<file path="config.mk">
export PLATFORM = sky130hd
export DESIGN_NAME = square_root_fx
export DESIGN_NICKNAME = d
export VERILOG_FILES = /design/src/rtl/sqrt_pkg.sv /design/src/rtl/sqrt_step.sv /design/src/rtl/square_root_fx.sv
export SDC_FILE = /design/constraint.sdc
export NUM_CORES = 1
export LEC_CHECK = 0
export CAP_MARGIN = 20
export CORE_UTILIZATION = 40
export CTS_CLUSTER_DIAMETER = 150
export DETAILED_ROUTE_END_ITERATION = 16
export GPL_TIMING_DRIVEN = 1
export PLACE_DENSITY = 0.57
export SETUP_SLACK_MARGIN = 0.1
export SYNTH_ARGS = -nofsm -noshare
export SYNTH_HDL_FRONTEND = slang
export SYNTH_HIERARCHICAL = 1
export SYNTH_SLANG_ARGS = --single-unit
</file>
<file path="constraint.sdc">
create_clock -name clk -period 2.7 [get_ports clk]
set_input_delay 0.81 -clock clk [delete_from_list [all_inputs] [get_ports clk]]
set_output_delay 0.81 -clock clk [all_outputs]
set_load 0.02 [all_outputs]
</file>
<file path="src/rtl/sqrt_pkg.sv">
// Shared definitions for the fixed-point square root unit.
//   iter_count : number of two-bit digit iterations for a given format
//   state_e    : controller states
//   params_ok  : legality of a WIDTH/FBITS/STEPS combination
package sqrt_pkg;

    typedef enum logic [0:0] {
        IDLE = 1'b0,
        CALC = 1'b1
    } state_e;

    // Two radicand bits are retired per iteration.
    function automatic int iter_count(input int width, input int fbits);
        return (width + fbits) / 2;
    endfunction

    // Parameter legality check evaluated at elaboration.
    function automatic bit params_ok(input int width, input int fbits, input int steps);
        bit ok;
        ok = 1'b1;
        if (width < 2) ok = 1'b0;
        if (fbits < 0 || fbits > width) ok = 1'b0;
        if (((width + fbits) % 2) != 0) ok = 1'b0;
        if (steps < 1) ok = 1'b0;
        else if ((iter_count(width, fbits) % steps) != 0) ok = 1'b0;
        return ok;
    endfunction

endpackage

</file>
<file path="src/rtl/sqrt_step.sv">
// One restoring digit iteration of the binary square root.
//   rem_i   : partial remainder (WIDTH+1 bits)
//   root_i  : partial root
//   bits_i  : next two radicand bits, MSB first
//   rem_o   : updated remainder
//   root_o  : updated root (one more result bit appended)
module sqrt_step #(
    parameter int WIDTH = 8
) (
    input  logic [WIDTH:0]   rem_i,
    input  logic [WIDTH-1:0] root_i,
    input  logic [1:0]       bits_i,
    output logic [WIDTH:0]   rem_o,
    output logic [WIDTH-1:0] root_o
);

    // Trial value needs two extra bits over the remainder before subtraction.
    localparam int TW = WIDTH + 3;

    logic [TW-1:0] trial_s;
    logic [TW-1:0] test_s;
    logic          ge_s;

    assign trial_s = {rem_i, bits_i};
    assign test_s  = {1'b0, root_i, 2'b01};
    assign ge_s    = (trial_s >= test_s);

    // Subtract 4*root+1 when it fits; the result bit is the comparison outcome.
    // The remainder never exceeds 2*root, so the narrowing casts are lossless.
    always_comb begin
        rem_o  = '0;
        root_o = WIDTH'({root_i, ge_s});
        if (ge_s) begin
            rem_o = (WIDTH+1)'(trial_s - test_s);
        end else begin
            rem_o = (WIDTH+1)'(trial_s);
        end
    end

endmodule

</file>
<file path="src/rtl/square_root_fx.sv">
// Iterative unsigned fixed-point square root, STEPS digit iterations per clock.
//   clk   : rising-edge clock
//   rst   : synchronous active-high reset, aborts a calculation in flight
//   start : request; accepted only while busy=0
//   rad   : radicand UQ(WIDTH-FBITS).FBITS, captured with an accepted start
//   busy  : calculation in progress
//   valid : one-cycle pulse when root/rem update
//   root  : floor(sqrt(rad << FBITS)), UQ(WIDTH-FBITS).FBITS
//   rem   : (rad << FBITS) - root^2
module square_root_fx
    import sqrt_pkg::*;
#(
    parameter int WIDTH = 8,
    parameter int FBITS = 0,
    parameter int STEPS = 1
) (
    input  logic             clk,
    input  logic             rst,
    input  logic             start,
    input  logic [WIDTH-1:0] rad,
    output logic             busy,
    output logic             valid,
    output logic [WIDTH-1:0] root,
    output logic [WIDTH:0]   rem
);

    localparam int ITER = iter_count(WIDTH, FBITS);
    localparam int XW   = WIDTH + FBITS;
    localparam int N    = ITER / STEPS;
    localparam int CW   = $clog2(N + 1);

    if (!params_ok(WIDTH, FBITS, STEPS)) begin : g_param_check
        $fatal(1, "square_root_fx: illegal WIDTH/FBITS/STEPS combination");
    end

    state_e           state_q;
    logic [CW-1:0]    cnt_q;
    logic [XW-1:0]    x_q;
    logic [XW-1:0]    x_d;
    logic [WIDTH:0]   prem_q;
    logic [WIDTH:0]   rem_d;
    logic [WIDTH-1:0] proot_q;
    logic [WIDTH-1:0] root_d;
    logic             busy_q;
    logic             valid_q;
    logic [WIDTH-1:0] root_q;
    logic [WIDTH:0]   rem_q;

    logic [WIDTH:0]   rem_c  [STEPS+1];
    logic [WIDTH-1:0] root_c [STEPS+1];

    assign rem_c[0]  = prem_q;
    assign root_c[0] = proot_q;

    // Combinational chain: stage s consumes the s-th bit pair from the top of x_q.
    for (genvar s = 0; s < STEPS; s++) begin : g_step
        sqrt_step #(.WIDTH(WIDTH)) u_step (
            .rem_i  (rem_c[s]),
            .root_i (root_c[s]),
            .bits_i (x_q[XW-1-2*s -: 2]),
            .rem_o  (rem_c[s+1]),
            .root_o (root_c[s+1])
        );
    end

    assign rem_d  = rem_c[STEPS];
    assign root_d = root_c[STEPS];
    assign x_d    = x_q << (2 * STEPS);

    assign busy  = busy_q;
    assign valid = valid_q;
    assign root  = root_q;
    assign rem   = rem_q;

    // Controller and datapath registers; results only update on completion.
    always_ff @(posedge clk) begin
        if (rst) begin
            state_q <= IDLE;
            cnt_q   <= '0;
            x_q     <= '0;
            prem_q  <= '0;
            proot_q <= '0;
            busy_q  <= 1'b0;
            valid_q <= 1'b0;
            root_q  <= '0;
            rem_q   <= '0;
        end else begin
            case (state_q)
                IDLE: begin
                    valid_q <= 1'b0;
                    if (start) begin
                        x_q     <= XW'(rad) << FBITS;
                        prem_q  <= '0;
                        proot_q <= '0;
                        cnt_q   <= CW'(N);
                        busy_q  <= 1'b1;
                        state_q <= CALC;
                    end
                end
                CALC: begin
                    x_q     <= x_d;
                    prem_q  <= rem_d;
                    proot_q <= root_d;
                    cnt_q   <= cnt_q - CW'(1);
                    if (cnt_q == CW'(1)) begin
                        busy_q  <= 1'b0;
                        valid_q <= 1'b1;
                        root_q  <= root_d;
                        rem_q   <= rem_d;
                        state_q <= IDLE;
                    end else begin
                        valid_q <= 1'b0;
                    end
                end
                default: begin
                    state_q <= IDLE;
                    busy_q  <= 1'b0;
                    valid_q <= 1'b0;
                end
            endcase
        end
    end

endmodule

</file>
==> results of run 1 <==
==> kinds of logic after synthesis <==
group,after synthesis,synth area share (%)
buffers and inverters,43,8.96
adder cells (fa/ha/maj),12,5.43
XOR/XNOR,6,1.90
AND/OR/NAND/NOR,98,21.4
multiplexers,34,12.6
flip-flops,48,34.8
AO/OA/AOI/OAI,51,14.9
==> cells in the final DEF, fill, tap and decap left out, types with 2 or more instances in the layout <==
| cell type | netlist | final |
|---|---|---|
| inv_1 | 15 | 15 |
| o211ai_1 | 2 | 2 |
| buf_4 | 11 | 4 |
| a21oi_1 | 7 | 7 |
| a211oi_1 | 7 | 7 |
| clkdlybuf4s50_1 | 0 | 28 |
| buf_12 | 0 | 2 |
| or3b_1 | 19 | 19 |
| a21oi_2 | 17 | 17 |
| ha_1 | 12 | 12 |
| a31oi_1 | 2 | 2 |
| clkbuf_8 | 0 | 6 |
| nor2b_1 | 6 | 6 |
| xnor2_1 | 5 | 5 |
| o21a_1 | 2 | 2 |
| nand2_1 | 21 | 21 |
| o21ai_0 | 2 | 2 |
| dfxtp_1 | 48 | 48 |
| mux2_2 | 7 | 7 |
| nor3_1 | 4 | 4 |
| mux2i_1 | 27 | 27 |
| nand2b_1 | 39 | 39 |
| a21o_1 | 3 | 3 |
| nor2_1 | 5 | 5 |
==> repair_timing <==
action	in CTS	in global routing
endpoints found under the setup margin	0	14
buffers inserted	0	1
endpoints found under the hold margin	0	0
==> state kept, by name, summed over array words and instances, names as in the netlist <==
name and count:
busy 1, cnt_q 3, prem_q 9, proot_q 8, rem 9, root 8
state_q 1, valid 1, x_q 8
==> power breakdown <==
group | internal, W | switching (W)
Clock | 0.000209 | 0.000244
Sequential | 0.000796 | 0.0000662
Combinational | 0.000952 | 0.000906
==> path summary, 6_finish.rpt <==
| check | slack [ps] | to | cells after the start | start |
|---|---|---|---|---|
| worst max-delay path | 240 | rem[6] | 10 | proot_q[6] |
| worst min-delay path | 470 | root[6] | 2 | root[6] |
| worst max register to register | 240 | rem[6] | 10 | proot_q[6] |
| worst min register to register | 470 | root[6] | 2 | root[6] |
==> per-stage QoR <==
step / total power (W) / cells
floorplan: 0.00232 / 292
global placement: 0.00259 / 376
detailed placement: 0.00259 / 376
CTS: 0.00306 / 384
global route: 0.00343 / 385
finish: 0.00317 / 385
==> worst max-delay path, delay by kind of cell (launching register included) <==
| kind | cells | cell delay (ps) |
|---|---|---|
| adders and majority gates | 1 | 330 |
| DFF | 1 | 380 |
| AOI/OAI and AO/OA | 4 | 940 |
| muxes | 2 | 420 |
| buffers and inverters | 2 | 210 |
| and+or+nand+nor | 1 | 70 |
==> layer usage <==
metal	up-vias	wire, um
met5	-	0
met4	0	51
met3	6	144
met2	29	2250
met1	876	2620
li1	1020	-
==> final cells by class <==
cell class | count | area [sq um]
clock inverter | 1 | 7.51
fill | 624 | 3370
timing repair buffer | 35 | 355
clock buffer | 7 | 86.3
inverter | 16 | 60.1
tap | 77 | 96.3
sequential | 48 | 961
multi-input combinational | 201 | 1560
==> results.toml, run 1 <==
[global_routing]
grt.busiest_layer = "met2"
grt-ovfl-total = 0
grt_pass1_wl_um = 8740
grt_pass1_vias = 1847
grt_max_degree = 67
grt_use_met3_pct = 3.21
grtUsageMet2_pct = 25.7
use_met1_pct = 19.3
antenna_found_initial = 0
grt_usage_pct = 15.0

[floorplanning]
die_y_um = 85.1
start_util_pct = 42.6
fp.dieW_um = 85.1
io_pins = 30
num_rows = 29
dieArea_sq_um = 7250
core_sq_um = 6490

[routing]
routed_wl_um = 5070
antenna_left = 0
drt-vias-per-instance = 5.02
drc = 0
vias = 1931
firstDrtPassIters = 4
wl_per_cell_um = 13.2
drtIter0Drc = 112

[synthesis]
syn_inst = 292
netlist.area_leader.share_pct = 34.8
yosysMostFrequentCell = "dfxtp_1"
synth_common_cells = "dfxtp_1 (48), nand2b_1 (39), mux2i_1 (27), nand2_1 (21), or3b_1 (19)"
synth-edff-count = 0
netlist_area_sq_um = 2770
synth_area_leaders = "dfxtp_1 (35%), mux2i_1 (9.8%), nand2b_1 (8.8%)"
yosys_warnings = 6
yosysUniqueCellTypes = 39
synth.avg_cell_area_sq_um = 9.47
synthesis.nets = 315
synthFlopType = "dfxtp_1"
async_flop_share_pct = 0
yosys.area.top_type = "dfxtp_1"
synth-seq-cells = 48
seq_area_frac_synth_pct = 34.8

[timing]
whs_ps = 474
worst-slew-pin-transition_ps = 416
setup_ws_ps = 240
finalSetupTns_ps = 0
slew_headroom_pct = 72.3
skew_ps = 4.31
rsz0062_at_grt = "no"
slew_viol_final = 0
finalCriticalPeriod_ps = 2460
period_share_pct = 91.1
timing_hold_violations_final = 0
max_freq_mhz = 406
setup_violations = 0

[worst_setup_path]
cp_max_fo = 9
crit_slowest_cell = "dfxtp_1"
start_kind = "flop"
required_ps = 2880
endpoint_kind = "flop"
path_cells = "inv_1 > ha_1 > a21o_1 > a211o_1 > a31o_1 > a31oi_4 > buf_12 > mux2_2 > nand2b_1 > mux2i_1"
crit_type = "flop to flop"
arrival_ps = 2640
cpPeakStageDelay_ps = 380

[clocking]
clockBufferDepth = 2
cts_root_buffer = "clkbuf_8"
cts_sinks = 48
numCtsBuffers = 5
cts_tree = "built"
clk_latency_ps = 300
postCtsHoldBufs = 0
cts-htree-levels = 2
clk_pin_slew_ps = 90
ctsResizeCount = 0

[cells_and_area]
fin_nets = 330
drive_gt1_share_pct = 14.3
diodes = 0
utilization_pct = 48.1
design_area_sq_um = 3120
area_delta_synth_final_pct = 12.9

[place]
place_ws_ps = 194
port_buffers = 29
hpwl_um = 3420
place_congestion = 0.771
placed_cell_area_sq_um = 3010

[status]
status = "complete, no violations"

[power_and_ir_drop]
cellPowerDensity_nw_per_um2 = 1020
vdd_drop_max_v = 0.000378
p_leak_nw = 1.11

[job]
maxCapViolations = 0

[hold_path]
min_path_type = "flop to flop"
No activity file was read; power rests on OpenSTA's default activity.
==> run 2, diff against run 1 <==
- PLACE_DENSITY: 0.57 -> unset
- PLACE_DENSITY_LB_ADDON: unset -> 0.2
==> run 2 against run 1 <==
- sequential power is 2% higher
- clock-buffer cell count is the same
- largest cell class unchanged
- combinational power decreased by 4%
- design area up 0.64%
- register-to-register slack lost 40 ps
- non-clock buffer count stayed put
==> results.toml, run 2 (synthesis gave the netlist of run 1 again) <==
[place]
port_buffers = 29
hpwl_um = 3660
dp_cells = 377
place_congestion = 0.808

[global_routing]
grt-ovfl-total = 0
antenna_found_initial = 0
grt_max_degree = 37
grt_pass1_wl_um = 8880
grt_usage_pct = 15.4
grt_pass1_vias = 1909

[clocking]
cts-htree-levels = 2
clockBufferDepth = 2
clk_latency_ps = 300
cts_tree = "built"
ctsResizeCount = 0
postCtsHoldBufs = 0
clk_pin_slew_ps = 90
postCtsSetupBuffers = 0
cts_sinks = 48
cts_root_buffer = "clkbuf_8"
numCtsBuffers = 5

[floorplanning]
start_util_pct = 42.6
io_pins = 30
die_y_um = 85.1
fp.dieW_um = 85.1
dieArea_sq_um = 7250
core_sq_um = 6490
num_rows = 29

[routing]
firstDrtPassIters = 4
drc = 0
vias = 1994
antenna_left = 0
wl_per_cell_um = 13.9
drt-vias-per-instance = 5.17
drtIter0Drc = 69
routed_wl_um = 5360

[timing]
slew_headroom_pct = 59.9
max_freq_mhz = 401
worst-slew-pin-transition_ps = 601
finalSetupTns_ps = 0
setup_violations = 0
period_share_pct = 92.5
finalCriticalPeriod_ps = 2500
slew_viol_final = 0
rsz0062_at_grt = "no"
timing_hold_violations_final = 0
skew_ps = 8.33

[worst_setup_path]
crit_type = "flop to flop"
start_kind = "flop"
required_ps = 2890
arrival_ps = 2680
rr_worst_depth = 9
endpoint_kind = "flop"
cp_max_fo = 5

[cells_and_area]
utilization_pct = 48.4
finalNonFillerCells = 386
drive_gt1_share_pct = 14.9
fin_nets = 331
area_delta_synth_final_pct = 13.7
final_common_cell = "dfxtp_1"
diodes = 0
final_cell_mix = "dfxtp_1 (48), nand2b_1 (39), clkdlybuf4s50_1 (28)"

[hold_path]
min_path_type = "flop to flop"
whs_path_depth = 2

[job]
maxCapViolations = 0

[power_and_ir_drop]
cellPowerDensity_nw_per_um2 = 1030
vdd_drop_max_v = 0.000535
power_w = 0.00323
p_leak_nw = 1.13

[status]
status = "complete, no violations"
==> run 2: cell count changes in the layout (fill, tap and decap cells not counted) <==
cell	change
bufinv_16	+1
buf_12	-2
buf_4	+2
clkbuf_8	+1
clkbuf_1	-1
clkinvlp_4	-1
a31oi_2	+1
==> run 2: path summary, 6_finish.rpt <==
path	start	end	slack [ps]
worst min register to register	root[0]	root[0]	480
worst max register to register	proot_q[6]	rem[5]	200
worst min-delay path	root[0]	root[0]	480
worst max-delay path	proot_q[6]	rem[5]	200
==> run 2: area by class of cell <==
cell class	count	area (sq um)
fill	619	3350
multi-input combinational	202	1570
sequential	48	961
timing repair buffer	35	330
clock buffer	7	96.3
tap	77	96.3
inverter	16	60.1
clock inverter	1	30.0
==> run 2: report_power, final <==
part	internal [W]	switching (W)	total (W)	leakage (nW)
Clock	0.000327	0.000238	0.000565	0.0645
Combinational	0.000849	0.000945	0.00179	0.672
Sequential	0.000796	0.0000797	0.000876	0.391
Total	0.00197	0.00126	0.00323	1.13
==> run 2: metrics by stage <==
stage          setup WS [ps]  area [sq um]  hold slack [ps]
2_1_floorplan            415          2770              455
3_3_place_gp             247          3000              458
3_5_place_dp             220          3000              461
4_1_cts                  206          3130              481
5_1_grt                  109          3140              497
6_report                 203          3140              475
==> run 2: worst max-delay path, stage by stage, from the launching register on <==
cell and delay (ps):
dfxtp_1 370, inv_1 60, ha_1 330, a21o_1 200
a211o_1 330, a31o_1 250, a31oi_2 320, mux2_2 390
nand2b_1 80, mux2i_1 60
==> run 2: layer usage <==
layer	vias up	GRT usage (%)	share of wire, %
met5	-	0	0
met4	0	6.32	2.0
met3	10	3.70	2.8
met2	33	25.5	45
met1	922	19.3	50
li1	1029	-	-
